[config.mk]
export PLATFORM = sky130hd
export DESIGN_NAME = pipe_hazard_unit_flat
export DESIGN_NICKNAME = d
export VERILOG_FILES = /design/src/rtl/pipe_hazard_unit_if.sv /design/src/rtl/pipe_hazard_unit.sv /design/src/flat_wrapper.sv
export SDC_FILE = /design/constraint.sdc
export NUM_CORES = 1
export LEC_CHECK = 0
export CORE_ASPECT_RATIO = 0.7
export CORE_MARGIN = 2
export CORE_UTILIZATION = 50
export DETAILED_ROUTE_END_ITERATION = 12
export HOLD_SLACK_MARGIN = 0.02
export MAX_ROUTING_LAYER = met4
export PLACE_DENSITY = 0.92
export RECOVER_POWER = 25
export SLEW_MARGIN = 20
export SYNTH_ARGS = -nofsm -noshare
export SYNTH_HDL_FRONTEND = slang
export SYNTH_SLANG_ARGS = --single-unit
[constraint.sdc]
create_clock -name CLK -period 2.35 [get_ports CLK]
set_input_delay 0.3525 -clock CLK [delete_from_list [all_inputs] [get_ports CLK]]
set_output_delay 0.3525 -clock CLK [all_outputs]
set_load 0.005 [all_outputs]
[src/rtl/pipe_hazard_unit_if.sv]
// pipe_hazard_unit_if: ID operands, redirect/memory-wait inputs and stall/flush/forward outputs of the hazard unit
interface pipe_hazard_unit_if #(
    parameter int AW = 5,
    parameter int CW = 32
);
    logic          id_valid;
    logic [AW-1:0] id_rs1;
    logic [AW-1:0] id_rs2;
    logic          id_use_rs1;
    logic          id_use_rs2;
    logic [AW-1:0] id_rd;
    logic          id_regwr;
    logic          id_load;
    logic          redirect;
    logic          mem_busy;
    logic          stall_pc;
    logic          stall_ifid;
    logic          flush_ifid;
    logic          flush_idex;
    logic          flush_exm;
    logic [1:0]    fwd_a_sel;
    logic [1:0]    fwd_b_sel;
    logic [1:0]    hz_state;
    logic [CW-1:0] stall_cnt;

    modport master (
        output id_valid, id_rs1, id_rs2, id_use_rs1, id_use_rs2, id_rd, id_regwr, id_load, redirect, mem_busy,
        input  stall_pc, stall_ifid, flush_ifid, flush_idex, flush_exm, fwd_a_sel, fwd_b_sel, hz_state, stall_cnt
    );

    modport slave (
        input  id_valid, id_rs1, id_rs2, id_use_rs1, id_use_rs2, id_rd, id_regwr, id_load, redirect, mem_busy,
        output stall_pc, stall_ifid, flush_ifid, flush_idex, flush_exm, fwd_a_sel, fwd_b_sel, hz_state, stall_cnt
    );
endinterface

[src/rtl/pipe_hazard_unit.sv]
// pipe_hazard_unit: stall/flush/forward/freeze control for the 5-stage RV32 pipeline; define HAZARD_FWD_EN to build EX operand forwarding
module pipe_hazard_unit #(
    parameter int AW        = 5,
    parameter int BR_STAGE  = 2,
    parameter int WB_BYPASS = 0,
    parameter int CW        = 32
) (
    input logic               CLK,
    input logic               Resetn,
    pipe_hazard_unit_if.slave hz
);
    typedef enum logic [1:0] {RUN = 2'b00, DSTALL = 2'b01, FREEZE = 2'b10} state_t;
    typedef struct packed {
        logic          v;
        logic [AW-1:0] rd;
        logic          regwr;
        logic          load;
    } slot_t;

    slot_t         ex_q, ex_d, mem_q, mem_d, wb_q, wb_d;
    state_t        st_q, st_d;
    logic [CW-1:0] cnt_q, cnt_d;
    logic          u1, u2, hit_ex, hit_wb, data_hz, frz, redir, dstall;

    function automatic logic match(slot_t s, logic [AW-1:0] r);
        return s.v & s.regwr & (s.rd == r) & (r != '0);
    endfunction

    function automatic logic id_hit(slot_t s, logic a, logic [AW-1:0] ra, logic b, logic [AW-1:0] rb);
        return (a & match(s, ra)) | (b & match(s, rb));
    endfunction

    assign u1     = hz.id_valid & hz.id_use_rs1;
    assign u2     = hz.id_valid & hz.id_use_rs2;
    assign hit_ex = id_hit(ex_q, u1, hz.id_rs1, u2, hz.id_rs2);
    assign hit_wb = (WB_BYPASS == 0) && id_hit(wb_q, u1, hz.id_rs1, u2, hz.id_rs2);

`ifdef HAZARD_FWD_EN
    typedef struct packed {
        logic          u1;
        logic          u2;
        logic [AW-1:0] r1;
        logic [AW-1:0] r2;
    } src_t;

    src_t src_q;

    function automatic logic [1:0] fwd(logic u, logic [AW-1:0] r, slot_t m, slot_t w);
        return !u ? 2'b00 : (match(m, r) & !m.load) ? 2'b01 : match(w, r) ? 2'b10 : 2'b00;
    endfunction

    // only a load in EX cannot be forwarded in time; WB still needs a stall when reads precede writes
    assign data_hz      = (hit_ex & ex_q.load) | hit_wb;
    assign hz.fwd_a_sel = fwd(ex_q.v & src_q.u1, src_q.r1, mem_q, wb_q);
    assign hz.fwd_b_sel = fwd(ex_q.v & src_q.u2, src_q.r2, mem_q, wb_q);

    // EX operand record tracks the EX slot; a bubble's stale sources are masked by ex_q.v
    always_ff @(posedge CLK or negedge Resetn)
        if (!Resetn) src_q <= '0;
        else if (!frz) src_q <= {hz.id_use_rs1, hz.id_use_rs2, hz.id_rs1, hz.id_rs2};
`else
    logic hit_mem;

    // without forwarding every in-flight producer blocks the consumer until it retires
    assign hit_mem      = id_hit(mem_q, u1, hz.id_rs1, u2, hz.id_rs2);
    assign data_hz      = hit_ex | hit_mem | hit_wb;
    assign hz.fwd_a_sel = 2'b00;
    assign hz.fwd_b_sel = 2'b00;
`endif

    assign frz           = hz.mem_busy;
    assign redir         = hz.redirect & !frz;
    assign dstall        = data_hz & !redir & !frz;
    assign hz.stall_pc   = frz | dstall;
    assign hz.stall_ifid = frz | dstall;
    assign hz.flush_ifid = redir;
    assign hz.flush_idex = !frz & (data_hz | redir);
    assign hz.flush_exm  = (BR_STAGE == 2) && redir;
    assign hz.hz_state   = st_q;
    assign hz.stall_cnt  = cnt_q;

    // shadow slots advance unless frozen; EX takes ID only when neither stalled nor squashed
    always_comb begin
        ex_d  = ex_q;
        mem_d = mem_q;
        wb_d  = wb_q;
        if (!frz) begin
            wb_d  = mem_q;
            mem_d = (redir && BR_STAGE == 2) ? '0 : ex_q;
            ex_d  = (hz.id_valid & !data_hz & !redir) ? {1'b1, hz.id_rd, hz.id_regwr, hz.id_load} : '0;
        end
    end

    // state reports the previous cycle's condition; the counter saturates instead of wrapping
    always_comb begin
        st_d  = frz ? FREEZE : dstall ? DSTALL : RUN;
        cnt_d = (dstall && cnt_q != '1) ? cnt_q + 1'b1 : cnt_q;
    end

    // slot, state and counter registers
    always_ff @(posedge CLK or negedge Resetn)
        if (!Resetn) begin
            ex_q  <= '0;
            mem_q <= '0;
            wb_q  <= '0;
            st_q  <= RUN;
            cnt_q <= '0;
        end else begin
            ex_q  <= ex_d;
            mem_q <= mem_d;
            wb_q  <= wb_d;
            st_q  <= st_d;
            cnt_q <= cnt_d;
        end
endmodule

[src/flat_wrapper.sv]
// flat-port wrapper written by rule: the top's interface ports become plain ports
module pipe_hazard_unit_flat 
#(
    parameter int AW        = 5,
    parameter int BR_STAGE  = 2,
    parameter int WB_BYPASS = 0,
    parameter int CW        = 32
)
  (CLK, Resetn, hz_id_valid, hz_id_rs1, hz_id_rs2, hz_id_use_rs1, hz_id_use_rs2, hz_id_rd, hz_id_regwr, hz_id_load, hz_redirect, hz_mem_busy, hz_stall_pc, hz_stall_ifid, hz_flush_ifid, hz_flush_idex, hz_flush_exm, hz_fwd_a_sel, hz_fwd_b_sel, hz_hz_state, hz_stall_cnt);
  pipe_hazard_unit_if #(.AW(AW), .CW(CW)) hz_i ();
  input logic CLK;
  input logic Resetn;
  input wire logic [$bits(hz_i.id_valid)-1:0] hz_id_valid;
  input wire logic [$bits(hz_i.id_rs1)-1:0] hz_id_rs1;
  input wire logic [$bits(hz_i.id_rs2)-1:0] hz_id_rs2;
  input wire logic [$bits(hz_i.id_use_rs1)-1:0] hz_id_use_rs1;
  input wire logic [$bits(hz_i.id_use_rs2)-1:0] hz_id_use_rs2;
  input wire logic [$bits(hz_i.id_rd)-1:0] hz_id_rd;
  input wire logic [$bits(hz_i.id_regwr)-1:0] hz_id_regwr;
  input wire logic [$bits(hz_i.id_load)-1:0] hz_id_load;
  input wire logic [$bits(hz_i.redirect)-1:0] hz_redirect;
  input wire logic [$bits(hz_i.mem_busy)-1:0] hz_mem_busy;
  output wire logic [$bits(hz_i.stall_pc)-1:0] hz_stall_pc;
  output wire logic [$bits(hz_i.stall_ifid)-1:0] hz_stall_ifid;
  output wire logic [$bits(hz_i.flush_ifid)-1:0] hz_flush_ifid;
  output wire logic [$bits(hz_i.flush_idex)-1:0] hz_flush_idex;
  output wire logic [$bits(hz_i.flush_exm)-1:0] hz_flush_exm;
  output wire logic [$bits(hz_i.fwd_a_sel)-1:0] hz_fwd_a_sel;
  output wire logic [$bits(hz_i.fwd_b_sel)-1:0] hz_fwd_b_sel;
  output wire logic [$bits(hz_i.hz_state)-1:0] hz_hz_state;
  output wire logic [$bits(hz_i.stall_cnt)-1:0] hz_stall_cnt;
  assign hz_i.id_valid = hz_id_valid;
  assign hz_i.id_rs1 = hz_id_rs1;
  assign hz_i.id_rs2 = hz_id_rs2;
  assign hz_i.id_use_rs1 = hz_id_use_rs1;
  assign hz_i.id_use_rs2 = hz_id_use_rs2;
  assign hz_i.id_rd = hz_id_rd;
  assign hz_i.id_regwr = hz_id_regwr;
  assign hz_i.id_load = hz_id_load;
  assign hz_i.redirect = hz_redirect;
  assign hz_i.mem_busy = hz_mem_busy;
  assign hz_stall_pc = hz_i.stall_pc;
  assign hz_stall_ifid = hz_i.stall_ifid;
  assign hz_flush_ifid = hz_i.flush_ifid;
  assign hz_flush_idex = hz_i.flush_idex;
  assign hz_flush_exm = hz_i.flush_exm;
  assign hz_fwd_a_sel = hz_i.fwd_a_sel;
  assign hz_fwd_b_sel = hz_i.fwd_b_sel;
  assign hz_hz_state = hz_i.hz_state;
  assign hz_stall_cnt = hz_i.stall_cnt;
  pipe_hazard_unit #(.AW(AW), .BR_STAGE(BR_STAGE), .WB_BYPASS(WB_BYPASS), .CW(CW)) u_core (.CLK(CLK), .Resetn(Resetn), .hz(hz_i));
endmodule
# --- Yosys cells after proc, flatten, opt, wreduce, memory -nomap -nowiden ---
# Cells that the tools add are included.
totals:
  in_bits: 24
  regBits: 56
  elab_cells: 66
op_classes:
  muxes: 4
  reduce_logical: 6
  n_eq_ne: 7
  bitwise_logic: 36
  addsub: 1
ops:
  columns: ["cell", "n"]
  rows:
  - ["adder 32 x 1 -> 32 bit (second input constant)", 1]
  - ["inequality test 32 bit (second input constant)", 1]
  - ["== test 5 bit", 6]
  - ["AND 1 bit", 29]
  - ["2-to-1 mux 8 bit", 2]
  - ["nonzero test 5 bit", 2]
  - ["OR 1 bit", 7]
  - ["zero test 1 bit", 3]
  - ["2-to-1 mux 2 bit", 1]
  - ["logical AND 1 bit", 1]
  - ["2-to-1 mux 1 bit", 1]

# --- Logic depth before layout (Yosys ltp) ---
logic_depth:
  depth_word: 11
  depth_mapped: 9
  ltp_nobuf: 7

# --- Least setup slack after synthesis ---
# OpenSTA, ideal clock, no wires.
synth_timing:
  path_kind: "input port to flip-flop"
  start: "input hz_id_rs2[1]"
  end: "register u_core.cnt_q[1], in the netlist u_core.hz.stall_cnt[1]"
  arrival_time_ns: 1.906
  setup_slack_ns: 0.320
  setup_time_ns: 0.125
  t_required_ns: 2.225
  path_buffers: 1
  path_stages: 6
  cell_sequence: "or4_1 o211ai_1 a31oi_2 o211ai_4 buf_6 mux2_2"
synth_via:
  elab_chain_cells: 10
synth_lines:
  columns: ["item", "line", "source"]
  rows:
  - ["from (decl)", "flat_wrapper.sv:15", "input wire logic [$bits(hz_i.id_rs2)-1:0] hz_id_rs2;"]
  - ["== test 5 bit", "pipe_hazard_unit.sv:26", "return s.v & s.regwr & (s.rd == r) & (r != '0);"]
  - ["AND 1 bit (2 in series)", "pipe_hazard_unit.sv:26", null]
  - ["AND 1 bit", "pipe_hazard_unit.sv:30", "return (a & match(s, ra)) | (b & match(s, rb));"]
  - ["OR 1 bit", "pipe_hazard_unit.sv:30", null]
  - ["OR 1 bit", "pipe_hazard_unit.sv:66", "assign data_hz = hit_ex | hit_mem | hit_wb;"]
  - ["OR 1 bit (*)", "pipe_hazard_unit.sv:66", null]
  - ["AND 1 bit (*) (2 in series)", "pipe_hazard_unit.sv:73", "assign dstall = data_hz & !redir & !frz;"]
  - ["logical AND 1 bit (*)", "pipe_hazard_unit.sv:97", "cnt_d = (dstall && cnt_q != '1) ? cnt_q + 1'b1 : cnt_q;"]
  - ["to (signal assigned)", "pipe_hazard_unit.sv:113", "cnt_q <= cnt_d;"]
  - ["to (decl)", "pipe_hazard_unit.sv:22", "logic [CW-1:0] cnt_q, cnt_d;"]
# Every way passes the cells marked *; elsewhere a longest branch is shown, timed or not.
# A chain may end at the register's enable or synchronous reset.

# --- Final worst setup path ---
layout_timing:
  start: "register u_core.mem_q[4] (netlist name)"
  end: "output hz_flush_idex"
layout_via:
  elab_chain_cells: 9
layout_lines:
  columns: ["item", "line", "source"]
  rows:
  - ["from (decl)", "pipe_hazard_unit.sv:20", "slot_t ex_q, ex_d, mem_q, mem_d, wb_q, wb_d;"]
  - ["from (signal assigned)", "pipe_hazard_unit.sv:110", "mem_q <= mem_d;"]
  - ["== test 5 bit", "pipe_hazard_unit.sv:26", null]
  - ["AND 1 bit (2 in series)", "pipe_hazard_unit.sv:26", null]
  - ["AND 1 bit", "pipe_hazard_unit.sv:30", null]
  - ["OR 1 bit (*)", "pipe_hazard_unit.sv:30", null]
  - ["OR 1 bit (*) (2 in series)", "pipe_hazard_unit.sv:66", null]
  - ["OR 1 bit (*)", "pipe_hazard_unit.sv:77", "assign hz.flush_idex = !frz & (data_hz | redir);"]
  - ["AND 1 bit (*)", "pipe_hazard_unit.sv:77", null]
  - ["to (decl)", "flat_wrapper.sv:26", "output wire logic [$bits(hz_i.flush_idex)-1:0] hz_flush_idex;"]
# Marked as above.

==> impl_metrics.tcl <==
set metrics [dict create \
    dpl_cell_area_um2 3810 \
    layout-drive-gt1-share 0.294 \
    rsz0062_at_grt "true" \
    coreArea_um2 5670 \
    n_antenna_cell 0 \
    htree_levels 2 \
    root_buffer "clkbuf_8" \
    cp-start-kind "register" \
    drc 0 \
    grt_pass1_vias 2364 \
    yosys_register_bits 55 \
    vias 2309 \
    pwr-share-clk 0.308 \
    synthDistinctLibCells 38 \
    path_class "reg2out" \
    synth_top_area_share 0.471 \
    viasPerCell 5.52 \
    initial_core_util 0.515 \
    cap_violations 0 \
    setup_ws_ns -0.125 \
    die_x_um 95.3 \
    clock_latency_ns 0.32 \
    fmax_mhz 404 \
    period_share 1.05 \
    place_ws_ns -0.640 \
    crit_fanout 3 \
    fin_cells 418 \
    tns_ns -1.24 \
    synth_top_area_cell "dfrtp_1" \
    drt.antenna.violating_nets 0 \
    final_common_cell "dfrtp_1" \
    num_rows 23 \
    wl_per_cell_um 18.5 \
    area_growth_pct 41.5 \
    drv_slew 0 \
    switching_share 0.255 \
    die_area_um2 6480 \
    irDropWorstVdd_v 0.000353 \
    cp.required_ns 2.00 \
    io_pins 67 \
    status "finished, violations left" \
    grt_overflow 0 \
    setup_violations 20 \
    grt_pass1_wl_um 11900 \
    synth.area.top_cells "dfrtp_1 47%, xor2_1 15%, a22o_1 3.9%" \
    hold_path_class "in2async" \
    internal_power_mw 1.28 \
    worst_setup_path_end_kind "output pin" \
    skew_ns 0.0114 \
    hold_viol 0 \
    ys.warnings.count 0 \
    first_pass_iters 4 \
    reg2regPathDepth 10 \
    cts_buffer_depth 2 \
    grt.total_usage 0.252 \
    syn_inst 247 \
    cts.sinks 55 \
    arrival_ns 2.12 \
    totalWireLength_um 7710 \
    dp_cells 401 \
    drt_iter0_drc 117 \
    cts_tree "done" \
    portBuffers 61 \
    leakagePower_nw 2.21 \
    worst_pin_slew_ns 1.45 \
    slew-limit-headroom 0.0340 \
    dp_hpwl_um 5190 \
    numCtsBuffers 5 \
    syn-mean-instance-area_um2 11.8 \
    die_y_um 67.9 \
    final_area_um2 4130 \
    mostFrequentLayoutCells "54 x dfrtp_1, 50 x xor2_1, 47 x clkdlybuf4s50_1" \
    hold_slack_ns 0.351 \
    p_comb_frac 0.112 \
    finalCriticalPeriod_ns 2.47 \
    power_switching_uw 436 \
    clkTransAtPathRegs_ns 0.10 \
    antenna_found_initial 0 \
    violations "setup timing" \
    cts.hold.buffers_added 0 \
    place_congestion 0.901 \
    syn_area_um2 2920 \
    sequentialPowerShare 0.580 \
    synth-seq-area-share 0.471 \
    nNetsFinal 367 \
    grt_max_degree 29 \
    p_per_area_nw_per_um2 414 \
]
## synthesized netlist by cell type (all sizes together)
master / number
nand2: 11
nor2b: 1
nor4: 10
nand4: 11
or4: 2
nor3: 11
nand4b: 1
xnor2: 11
inv: 2
xor2: 50
o21bai: 1
o211ai: 3
ha: 1
buf: 12
a21o: 1
nand3: 5
nor4b: 2
dfrtp: 55
conb: 1
nor2: 9
and4: 4
nor3b: 8
a31oi: 2
and2: 1
clkbuf: 3
nand2b: 1
a22o: 13
mux2: 8
and3: 7
## routing by layer
layer  up-vias  track usage  wire length (µm)
li1       1061            -                 -
met1      1158        0.359              3600
met2        77        0.359              3600
met3        13       0.0441               394
met4         0        0.101               114
met5         -            -                 0
## cells by family after synthesis
group | after synthesis | synth area share
AO/OA/AOI/OAI | 20 | 0.0651
adder cells (fa/ha/maj) | 1 | 0.00428
flip-flops | 55 | 0.471
multiplexers | 8 | 0.0308
buffers and inverters | 17 | 0.0368
other | 1 | 0.00128
AND/OR/NAND/NOR | 84 | 0.207
XOR/XNOR | 61 | 0.183
## area by class of cell
| cell class | instances | area, µm² |
|---|---|---|
| clock buffers | 7 | 76.3 |
| clock inverters | 1 | 5.00 |
| fillers | 381 | 1540 |
| inverters | 2 | 7.51 |
| multi-input cells | 178 | 1660 |
| flip-flops and latches | 55 | 1380 |
| well taps | 75 | 93.8 |
| repair buffers | 100 | 915 |
## critical path: stages (launching register included)
cell     delay (ns)
dfrtp_1        0.44
xor2_1         0.16
nor4_1         0.28
nand4_1        0.19
a31oi_4        0.28
buf_6          0.14
nor3_2         0.03
nor2_1         0.15
buf_2          0.14
## repair_timing
action                                  CTS  global route
setup buffers                             7             1
endpoints found under the setup margin   31            35
resized for setup                        38            37
cloned                                    1             0
pin swaps                                22            24
hold endpoints to repair                  0             0
## stage by stage
step	power, mW	util
3_5_place_dp	1.21	0.671
5_1_grt	1.76	0.729
6_report	1.71	0.729
3_3_place_gp	1.20	0.671
4_1_cts	1.71	0.708
2_1_floorplan	1.09	-
## flip-flops by register name, summed over array words and instances (netlist names)
signal and flops:
u_core.hz.stall_cnt 32, u_core.wb_q 7, u_core.mem_q 7, u_core.hz.hz_state 2, u_core.ex_q 7
## final timing paths
| path | start | to | slack [ns] |
|---|---|---|---|
| max in group asynchronous | Resetn | u_core.wb_q[7]$_DFFE_PN0N_ | 0.61 |
| setup / recovery | u_core.mem_q[4]$_DFFE_PN0N_ | hz_flush_idex | -0.12 |
| min in group CLK | u_core.hz.stall_cnt[11]$_DFFE_PN0P_ | u_core.hz.stall_cnt[11]$_DFFE_PN0P_ | 0.49 |
| setup reg to reg | u_core.mem_q[4]$_DFFE_PN0N_ | u_core.hz.stall_cnt[24]$_DFFE_PN0P_ | -0.12 |
| hold / removal | Resetn | u_core.hz.stall_cnt[11]$_DFFE_PN0P_ | 0.35 |
| hold reg to reg | u_core.hz.stall_cnt[11]$_DFFE_PN0P_ | u_core.hz.stall_cnt[11]$_DFFE_PN0P_ | 0.49 |
## power by group through the flow
stage	clock network [mW]	registers, mW	logic (mW)
3_3_place_gp	0	1.01	0.192
2_1_floorplan	0	1.00	0.0824
6_report	0.526	0.992	0.192
4_1_cts	0.524	0.991	0.195
5_1_grt	0.556	0.995	0.210
3_5_place_dp	0	1.01	0.195
Power figures use the tool's default switching activity.
